==> config.mk <==
export PLATFORM = sky130hd
export DESIGN_NAME = updown_counter_mod
export DESIGN_NICKNAME = d
export VERILOG_FILES = /design/src/rtl/updown_counter_pkg.sv /design/src/rtl/updown_counter_mod_sync_edge_detect.sv /design/src/rtl/updown_counter_mod.sv
export SDC_FILE = /design/constraint.sdc
export NUM_CORES = 1
export LEC_CHECK = 0
export CELL_PAD_IN_SITES_DETAIL_PLACEMENT = 0
export CELL_PAD_IN_SITES_GLOBAL_PLACEMENT = 1
export CORE_ASPECT_RATIO = 0.8
export CORE_MARGIN = 10
export CORE_UTILIZATION = 36
export DETAILED_ROUTE_END_ITERATION = 8
export MAX_ROUTING_LAYER = met4
export PLACE_DENSITY_LB_ADDON = 0.1
export SLEW_MARGIN = 20
export SYNTH_ARGS = -nofsm -noshare
export SYNTH_HDL_FRONTEND = slang
export SYNTH_SLANG_ARGS = --single-unit
==> constraint.sdc <==
create_clock -name clk -period 2.4 [get_ports clk]
set_clock_uncertainty 0.15 [all_clocks]
set_input_delay 0.48 -clock clk [delete_from_list [all_inputs] [get_ports clk]]
set_output_delay 0.48 -clock clk [all_outputs]
set_load 0.02 [all_outputs]
==> src/rtl/updown_counter_pkg.sv <==
// updown_counter_pkg: step encodings and the load clamp shared by the up/down counter.
package updown_counter_pkg;

    localparam logic [1:0] STEP_HOLD = 2'd0;
    localparam logic [1:0] STEP_INC  = 2'd1;
    localparam logic [1:0] STEP_DEC  = 2'd2;

    // Sized for the widest legal counter (32 bits) plus one guard bit.
    function automatic logic [32:0] clamp_load(input logic [32:0] value, input logic [32:0] max_val);
        return (value > max_val) ? max_val : value;
    endfunction

endpackage

==> src/rtl/updown_counter_mod_sync_edge_detect.sv <==
// sync_edge_detect: 2-flop synchronizer plus registered rising-edge strobe.
module sync_edge_detect (
    input  logic clk,
    input  logic rst_n,
    input  logic din,
    output logic pulse
);

    logic [2:0] sync_q, sync_d;
    logic       pulse_q, pulse_d;

    // sync_q[1] is the synchronized level, sync_q[2] its previous value.
    always_comb begin
        sync_d  = {sync_q[1:0], din};
        pulse_d = sync_q[1] & ~sync_q[2];
    end

    always_ff @(posedge clk or negedge rst_n) begin
        if (!rst_n) begin
            sync_q  <= '0;
            pulse_q <= 1'b0;
        end else begin
            sync_q  <= sync_d;
            pulse_q <= pulse_d;
        end
    end

    assign pulse = pulse_q;

endmodule

==> src/rtl/updown_counter_mod.sv <==
// updown_counter_mod: parametrised wrap/saturate up/down counter with load, clear and flags.
// Define UPDOWN_COUNTER_EDGE_DETECT_EN to synchronize and edge-detect the up/down inputs.
module updown_counter_mod
    import updown_counter_pkg::*;
#(
    parameter int               WIDTH     = 8,
    parameter logic [WIDTH-1:0] MAX_VAL   = {WIDTH{1'b1}},
    parameter logic [WIDTH-1:0] RESET_VAL = '0
) (
    input  logic             clk,
    input  logic             rst_n,
    input  logic             clear,
    input  logic             load,
    input  logic [WIDTH-1:0] load_val,
    input  logic             up,
    input  logic             down,
    input  logic             sat_mode,
    output logic [WIDTH-1:0] count,
    output logic             at_max,
    output logic             at_min,
    output logic             wrap_pulse
);

    localparam logic [WIDTH:0] MAX_W = {1'b0, MAX_VAL};

    logic             up_e, down_e;
    logic [1:0]       step;
    logic [WIDTH:0]   inc_w, dec_w;
    logic [WIDTH-1:0] count_q, count_d;
    logic             wrap_q, wrap_d;

`ifdef UPDOWN_COUNTER_EDGE_DETECT_EN
    sync_edge_detect u_up_edge   (.clk(clk), .rst_n(rst_n), .din(up),   .pulse(up_e));
    sync_edge_detect u_down_edge (.clk(clk), .rst_n(rst_n), .din(down), .pulse(down_e));
`else
    assign up_e   = up;
    assign down_e = down;
`endif

    assign step  = (up_e & ~down_e) ? STEP_INC : (down_e & ~up_e) ? STEP_DEC : STEP_HOLD;
    assign inc_w = {1'b0, count_q} + 1'b1;
    assign dec_w = {1'b0, count_q} - 1'b1;

    // Overflow is judged against MAX_VAL, underflow by the borrow bit.
    always_comb begin
        count_d = count_q;
        wrap_d  = 1'b0;
        if (clear) begin
            count_d = '0;
        end else if (load) begin
            count_d = WIDTH'(clamp_load(33'(load_val), 33'(MAX_VAL)));
        end else if (step == STEP_INC) begin
            if (inc_w > MAX_W) begin
                count_d = sat_mode ? count_q : '0;
                wrap_d  = ~sat_mode;
            end else begin
                count_d = inc_w[WIDTH-1:0];
            end
        end else if (step == STEP_DEC) begin
            if (dec_w[WIDTH]) begin
                count_d = sat_mode ? count_q : MAX_VAL;
                wrap_d  = ~sat_mode;
            end else begin
                count_d = dec_w[WIDTH-1:0];
            end
        end
    end

    always_ff @(posedge clk or negedge rst_n) begin
        if (!rst_n) begin
            count_q <= RESET_VAL;
            wrap_q  <= 1'b0;
        end else begin
            count_q <= count_d;
            wrap_q  <= wrap_d;
        end
    end

    assign count      = count_q;
    assign wrap_pulse = wrap_q;
    assign at_max     = (count_q == MAX_VAL);
    assign at_min     = (count_q == '0);

endmodule

==> key figures, run 1 <==
Outcome
  – Status: completed

Floorplanning
  – Die area: 5520 µm²
  – Die span in y: 68.5 µm
  – I/O pins: 26
  – CORE AREA: 2790 µm²
  – Die width: 80.6 µm
  – Row count: 17
  – Starting density of the core: 37.9%

Power and ir drop
  – P_leak: 0.696 nW
  – Max IR drop VDD: 0.000358 V
  – Power Dens Cells: 546 nW/µm²
  – Switch Pwr: 0.000350 W
  – Sequential Power Share: 22.6%
  – Internal: 0.000552 W
  – Net Sw Frac: 38.8%
  – Tot Pwr: 0.000901 W
  – Clk pwr share: 20.3%
  – Logic pwr share: 57.1%

Yosys
  – Sequential fraction of the synthesis area: 21.3%
  – Syn Area/Cell: 8.07 µm²
  – Cell variety after synth: 50
  – Cells after synthesis: 131
  – Synth warnings: 0
  – #FFs+latches synth: 9
  – Syn_nets: 152
  – Post-synth EDFFs: 0
  – Async SR Flop Fraction: 100%
  – Top_reg_cell synth: dfrtp_1
  – Synth Cell Area: 1060 µm²

Worst setup path
  – CP max FO: 8
  – Crit path kind: register to register
  – Crit start category: register
  – Arrival time worst endpoint: 2.37 ns
  – CP Data Required Time: 2.41 ns
  – Worst Setup End Kind: register

Global route
  – Total gr overflow: 0
  – Largest net degree at the start of global routing: 14
  – GRT Resource Usage Total: 13.7%
  – Initial antenna violation count: 0
  – Global-route wire length before repair: 5880 µm
  – Vias in the first global route: 1204

Placed design
  – Placed inst area: 1510 µm²
  – Port bufs: 25
  – Final GP Congestion: 0.886
  – Hpwl dp: 2850 µm

Clocking
  – Cts bufs inserted: 3
  – # H-tree levels: 1
  – Clock Latency Late Sink: 0.24 ns
  – CTS tree: done
  – CTS hold repair buffers: 0
  – Clock root buffer: clkbuf_8
  – Clk slew on worst S/H paths: 0.05 ns
  – CTS Sinks: 9
  – Clk buf depth: 2

Layout
  – Commonest cells after routing, fill and taps aside: buf_4 (31), clkdlybuf4s50_1 (23), nor2_1 (10), nand2_1 (10)
  – Share of cells above drive strength 1: 33.9%
  – Commonest non-fill, non-tap cell in the layout: buf_4
  – Area grow syn2layout: 56.1%
  – Ant diodes: 0
  – Finished Cell Area: 1650 µm²
  – Fin nets: 205

Routing
  – Drt first pass iters: 4
  – Detail Route Antenna Nets: 0
  – Vias/cell: 5.48
  – Via count: 1210
  – Initial DRC count: 106
  – Routed len/inst: 16.1 µm
  – Post-Route WL: 3560 µm
  – DRC viols: 0

Timing
  – Final hold viol count: 0
  – Fmax: 424 MHz
  – Unrepaired setup endpoints after global routing: yes
  – Slew @ Worst Pin: 0.468 ns
  – Slew Limit Fails: 0
  – Slew HR: 68.7%
  – Tcrit/Tclk final: 98.4%
  – Min Tclk post-route: 2.36 ns
  – # setup viols final: 0

Hold path
  – Hold WC Path Type: input pin to async pin

Flow run
  – MaxCap Viol Count: 0
## sequential cells by signal, summed over array words and instances (netlist names)
name        flops
wrap_pulse      1
count           8
## stage by stage
step / hold slack [ns] / setup TNS, ns / cells / util [%] / worst slack [ns]
detailed placement: 0.459 / -1.24 / 213 / 54.2 / -0.200
global placement: 0.440 / -0.943 / 213 / 54.2 / -0.172
floorplan: 0.0344 / 0 / 131 / - / 0.0606
finish: 0.417 / 0 / 221 / 59.2 / 0.0388
CTS: 0.440 / 0 / 218 / 56.2 / 0.00299
global route: 0.453 / -0.0679 / 221 / 59.2 / -0.0381
## power by group through the flow
stage | Sequential, W | Combinational, W | Clock, W
2_1_floorplan | 0.000225 | 0.000256 | 0
3_3_place_gp | 0.000203 | 0.000477 | 0
3_5_place_dp | 0.000204 | 0.000480 | 0
4_1_cts | 0.000202 | 0.000487 | 0.000186
5_1_grt | 0.000207 | 0.000559 | 0.000199
6_report | 0.000204 | 0.000514 | 0.000183
## final cells by class
class | count | area [µm²]
fillers | 265 | 1140
multi-input cells | 103 | 785
repair buffers | 58 | 512
flip-flops and latches | 9 | 228
well taps | 38 | 47.5
clock buffers | 4 | 45.0
inverters | 9 | 33.8
## worst max-delay path: stages (launching register included)
cell and delay (ns):
dfrtp_1 0.44, ha_2 0.26, a21o_1 0.16, and4_4 0.19
o211ai_4 0.26, a21oi_4 0.14, or4_1 0.49, a31oi_1 0.19
## cell usage after synthesis (3+ instances only)
cell type,instances,area share [%]
nor4_1,3,1.8
buf_6,4,4.3
dfrtp_1,9,21
a31oi_1,5,3.0
clkbuf_1,3,1.1
nor3_1,5,2.4
nor2_1,11,3.9
and3_1,3,1.8
nand2_1,10,3.6
nand3_1,7,3.3
ha_1,6,7.1
a21oi_1,9,4.3
inv_1,9,3.2
o21ai_0,3,1.4
## kinds of logic (layout without fill, tap and decap cells)
kind of cell	Yosys count	after routing	synth area share, %
xor+xnor	1	1	0.829
simple gates	55	55	30.5
flops	9	9	21.3
compound gates	39	39	28.0
buf+inv	19	71	10.2
mux	2	2	2.01
fa+ha+maj	6	6	7.10
## layer usage
metal  vias to the layer above  wire length [µm]  global-route usage, %
met4                         0                25                   2.63
li1                        603                 -                      -
met5                         -                 0                      -
met1                       566              1610                   17.0
met2                        39              1680                   21.9
met3                         2               241                   3.66
## what timing repair did
action	4_1_cts	5_1_grt
pin swaps	1	4
setup buffers	1	3
setup endpoints to repair	5	9
gates resized for setup	4	13
endpoints found under the hold margin	0	0
## final timing paths
| path | from | endpoint | slack, ns | cells past startpoint |
|---|---|---|---|---|
| min in group clk | count[1] | count[1] | 0.43 | 1 |
| worst min-delay path | rst_n | count[7] | 0.42 | 1 |
| max in group asynchronous | rst_n | count[4] | 1.33 | 1 |
| worst max register to register | count[0] | count[7] | 0.04 | 7 |
| worst max-delay path | count[0] | count[7] | 0.04 | 7 |
| worst min register to register | count[1] | count[1] | 0.43 | 1 |
Note: power is estimated with default switching activity, not from simulation.
==> run 2, diff against run 1 <==
--- a/config.mk
+++ b/config.mk
@@ -5,6 +5,7 @@
 export SDC_FILE = /design/constraint.sdc
 export NUM_CORES = 1
 export LEC_CHECK = 0
+export ABC_CLOCK_PERIOD_IN_PS = 2400
 export CELL_PAD_IN_SITES_DETAIL_PLACEMENT = 0
 export CELL_PAD_IN_SITES_GLOBAL_PLACEMENT = 1
 export CORE_ASPECT_RATIO = 0.8
==> results of run 2 <==
Final layout, timing and power as in run 1 (identical DEF).
